**config.mk**
```make
export PLATFORM = sky130hd
export DESIGN_NAME = fetch_stage
export DESIGN_NICKNAME = d
export VERILOG_FILES = /design/src/rtl/fetch_stage.sv
export SDC_FILE = /design/constraint.sdc
export NUM_CORES = 1
export LEC_CHECK = 0
export CAP_MARGIN = 20
export CORE_MARGIN = 8
export CORE_UTILIZATION = 46
export CTS_CLUSTER_SIZE = 25
export DETAILED_ROUTE_END_ITERATION = 16
export GPL_TIMING_DRIVEN = 0
export PLACE_DENSITY = 0.85
export SYNTH_ARGS = -nofsm -noshare
export SYNTH_HDL_FRONTEND = slang
export SYNTH_SLANG_ARGS = --single-unit
```
**constraint.sdc**
```tcl
create_clock -name clock -period 4.35 [get_ports clock]
set_input_delay 0.87 -clock clock [delete_from_list [all_inputs] [get_ports clock]]
set_output_delay 0.87 -clock clock [all_outputs]
set_load 0.05 [all_outputs]
```
**src/rtl/fetch_stage.sv**
```systemverilog
`default_nettype none
// ============================================================================
//  Module      : fetch_stage
//  Description : PC register, instruction-memory addressing and F/D latch,
//                with early j/jal redirect and late execute redirect.
//  Revision    : 1.0  initial release
// ============================================================================
module fetch_stage #(
    parameter int                  PC_WIDTH = 12,
    parameter logic [PC_WIDTH-1:0] RESET_PC = '0
) (
    input  logic                clock,
    input  logic                reset,
    input  logic                stall,
    input  logic                redirect_valid,
    input  logic [PC_WIDTH-1:0] redirect_pc,
    output logic [PC_WIDTH-1:0] imem_addr,
    input  logic [31:0]         imem_data,
    output logic [31:0]         fd_insn,
    output logic [PC_WIDTH-1:0] fd_pc,
    output logic                fd_valid,
    output logic                fd_predicted
);

    localparam logic [4:0] c_OP_J   = 5'b00001;
    localparam logic [4:0] c_OP_JAL = 5'b00011;

    logic [PC_WIDTH-1:0] pc_q, pc_d;
    logic [31:0]         fd_insn_q, fd_insn_d;
    logic [PC_WIDTH-1:0] fd_pc_q, fd_pc_d;
    logic                fd_valid_q, fd_valid_d;
    logic                fd_predicted_q, fd_predicted_d;

    logic [4:0]          w_op;
    logic                w_early_jump;
    logic [PC_WIDTH-1:0] w_seq_pc;
    logic [PC_WIDTH-1:0] w_target;

    assign w_op         = imem_data[31:27];
    assign w_early_jump = (w_op == c_OP_J) || (w_op == c_OP_JAL);
    assign w_seq_pc     = pc_q + {{(PC_WIDTH-1){1'b0}}, 1'b1};
    // Target bits above the PC width are dropped; jumps land modulo 2^PC_WIDTH.
    assign w_target     = imem_data[PC_WIDTH-1:0];

    always_comb begin
        pc_d           = pc_q;
        fd_insn_d      = fd_insn_q;
        fd_pc_d        = fd_pc_q;
        fd_valid_d     = fd_valid_q;
        fd_predicted_d = fd_predicted_q;
        if (redirect_valid) begin
            // The fetched word is never looked at here, so an undefined
            // imem_data on a flush cycle cannot leak into the latch.
            pc_d           = redirect_pc;
            fd_insn_d      = '0;
            fd_pc_d        = '0;
            fd_valid_d     = 1'b0;
            fd_predicted_d = 1'b0;
        end else if (!stall) begin
            pc_d           = w_early_jump ? w_target : w_seq_pc;
            fd_insn_d      = imem_data;
            fd_pc_d        = w_seq_pc;
            fd_valid_d     = 1'b1;
            fd_predicted_d = w_early_jump;
        end
    end

    always_ff @(posedge clock) begin
        if (reset) begin
            pc_q           <= RESET_PC;
            fd_insn_q      <= '0;
            fd_pc_q        <= '0;
            fd_valid_q     <= 1'b0;
            fd_predicted_q <= 1'b0;
        end else begin
            pc_q           <= pc_d;
            fd_insn_q      <= fd_insn_d;
            fd_pc_q        <= fd_pc_d;
            fd_valid_q     <= fd_valid_d;
            fd_predicted_q <= fd_predicted_d;
        end
    end

    assign imem_addr    = pc_q;
    assign fd_insn      = fd_insn_q;
    assign fd_pc        = fd_pc_q;
    assign fd_valid     = fd_valid_q;
    assign fd_predicted = fd_predicted_q;

endmodule
`default_nettype wire

```
==> summary.md <==
| Metric | Value |
|---|---|
| Antenna-violating nets left | `0` |
| Post-Synthesis Cells | `275` |
| Quantity of gates resized following cts | `0` |
| Data arrival time of the worst path | `1.66 ns` |
| Lkg Pwr | `1.54 nW` |
| Sink Count | `58` |
| F_max | `0.395 GHz` |
| CP Depth | `1` |
| Slowest stage cell, crit path | `clkdlybuf4s50_1` |
| VDD IR max | `252 uV` |
| Hold Path Class | `reg2reg` |
| Hold path depth | `2` |
| Gpl congestion | `0.816` |
| Finished Layout Cells | `467` |
| Postcts setup bufs | `0` |
| Slowest Stage Delay on Critical Path | `0.86 ns` |
| Share of layout cells above drive strength 1 | `7.85%` |
| RSZ-0062 raised after global routing | `false` |
| Most frequent cells in the layout | `105 x clkdlybuf4s50_1, 58 x dfxtp_1, 50 x nor2_1, 36 x mux2i_1, 17 x nand2_1` |
| Number of max-cap violations | `0` |
| Worst Path Buf+Inv | `1` |
| Max-slew headroom | `56.4%` |
| Post-Place Cells | `452` |
| Dpl hpwl | `5800 um` |
| Commonest non-fill, non-tap cell in the layout | `clkdlybuf4s50_1` |
| First-pass GRT wire length | `12800 um` |
| Largest net degree at the start of global routing | `11` |
| Residual DRC | `0` |
| Nature of the critical path endpoint | `output pin` |
| PD cells | `341 nW/um^2` |
| Total length of routed wires | `7760 um` |
| Tightest Pin Transition | `0.655 ns` |
| Ant. Diodes | `0` |
| Avg Inst Size Synth | `9.23 um^2` |
| CTS tree | `yes` |
| WL per Instance | `16.6 um` |
| Antenna violations before repair | `0` |
| CTS clock-pin slew for the worst setup and hold paths | `0.06 ns` |
| Critical Path Start Type | `flop` |
| Setup_tns | `0 ns` |
| Worst r2r path cells | `6` |
| Vias in the first global route | `2586` |
| Nets@finish | `440` |
| Filler Cells Inserted | `438` |
| Worst Skew | `0.00673 ns` |
| Drt first pass iters | `4` |
| Post-CTS Hold Buffers | `0` |
| Hold Vio Cnt, Final | `0` |
| Worst Path Max Fanout | `7` |
| Initial core utilization | `46.9%` |
| CP required | `3.48 ns` |
| # setup viols final | `0` |
| Full die area | `8150 um^2` |
| Top delay family on crit path | `buffers and inverters` |
| Status | `finished, final reports clean` |
| Mapped Nets | `324` |
| GRT Total Usage | `19.0%` |
| Core Rows | `27` |
| Clk buf depth | `2` |
| CTS Buf Count | `9` |
| Syn-to-layout area delta | `52.3%` |
| 1st-iter DRT viols | `159` |
| Input/output buffers | `105` |
| Clk root buf | `clkbuf_8` |
| Chip Height | `90.3 um` |
| Tcrit/Tclk final | `58.2%` |
| Warnings from Yosys | `0` |
| Crit-path cells | `clkdlybuf4s50_1` |
| Min Tclk post-route | `2.53 ns` |
| Vias per cell | `5.27` |
| Gr ovfl total | `0` |
| Post-layout util | `71.5%` |
| H-tree depth | `3` |
| Netlist Area Pre-Place | `2540 um^2` |
| Count of pins over their slew limit | `0` |
| Clock Latency Late Sink | `0.33 ns` |
| Yosys cell types | `40` |
| Sequential area share after synthesis | `45.8%` |
| Die W | `90.3 um` |
| Crit Path Category | `reg2out` |
| # IOs | `106` |
| Vias | `2462` |
| Synthesized flop and latch total | `58` |
| Core ar. | `5410 um^2` |
-- synth_stat cells --
master,instances,share of area (%)
a211oi_1,2,0.59
a21oi_1,15,3.0
a221o_1,4,1.6
a221oi_1,1,0.35
a31oi_1,2,0.49
and2_1,1,0.25
and3_1,2,0.49
and3b_2,1,0.39
and4_1,2,0.69
buf_2,5,0.99
buf_4,1,0.30
buf_6,3,1.3
clkbuf_1,10,1.5
clkbuf_8,1,0.54
dfxtp_1,58,46
ha_1,1,0.49
inv_1,4,0.59
mux2_4,1,0.59
mux2i_1,36,14
nand2_1,17,2.5
nand2b_1,1,0.25
nand3_1,3,0.59
nand3b_1,6,1.8
nand4_1,4,0.99
nor2_1,50,7.4
nor2b_1,1,0.25
nor3_1,3,0.59
nor3b_1,3,0.89
nor4b_1,1,0.35
o21a_1,2,0.59
o21ai_0,11,2.2
o21ba_2,5,2.0
o22ai_1,4,0.99
o31ai_1,1,0.30
o41ai_1,1,0.35
or2_2,1,0.25
or3_1,1,0.25
or4b_1,1,0.39
xnor2_1,6,2.1
xor2_1,3,1.0
-- report_power, final --
part           switching, W  total [W]  internal, W  leakage [nW]
combinational      0.000153   0.000269     0.000116         0.968
clock              0.000203   0.000478     0.000275        0.0962
sequential        0.0000185   0.000572     0.000553         0.474
-- worst paths after layout --
| check | end | start | slack (ns) |
|---|---|---|---|
| worst max-delay path | imem_addr[8] | imem_addr[8] | 1.82 |
| worst min-delay path | fd_valid | fd_valid | 0.45 |
| worst max register to register | imem_addr[6] | imem_addr[0] | 2.41 |
| worst min register to register | fd_valid | fd_valid | 0.45 |
-- flip-flops by register name (all words and copies together), names as in the netlist --
| register | count |
|---|---|
| fd_insn | 32 |
| fd_predicted | 1 |
| fd_valid | 1 |
| imem_addr | 12 |
| fd_pc | 12 |
-- cells by family after synthesis --
logic type               synth area share, %
adder cells (fa/ha/maj)                0.493
multiplexers                            14.8
XOR/XNOR                                3.11
buffers and inverters                   5.23
AO/OA/AOI/OAI                           12.3
flip-flops                              45.8
AND/OR/NAND/NOR                         18.3
-- layer usage --
metal  vias up  wire length, um  part of all wire [%]  global-route usage [%]
met4         0               87                   1.1                    7.07
met2       101             3780                    49                    31.4
li1       1186                -                     -                       -
met3        12              897                    12                    9.48
met5         -                0                     0                       0
met1      1163             3000                    39                    20.5
-- metrics by stage --
step	setup slack [ns]	hold WS [ns]	power, W	instance area [um^2]
after detailed placement	1.61	0.442	0.000851	3680
after global routing	1.76	0.490	0.00137	3860
after global placement	1.63	0.437	0.000847	3680
after floorplan	2.17	0.664	0.000738	2540
after CTS	1.81	0.452	0.00133	3860
final	1.82	0.447	0.00132	3860
-- layout make-up --
class,count,area [um^2],area share (%)
multi-input cells,193,1240,32.2
flip-flops and latches,58,1160,30.1
repair buffers,105,1050,27.2
clock buffers,12,145,3.76
plain buffers,20,118,3.04
well taps,72,90.1,2.33
clock inverters,3,40.0,1.04
inverters,4,15.0,0.389
Power figures use the tool's default switching activity.
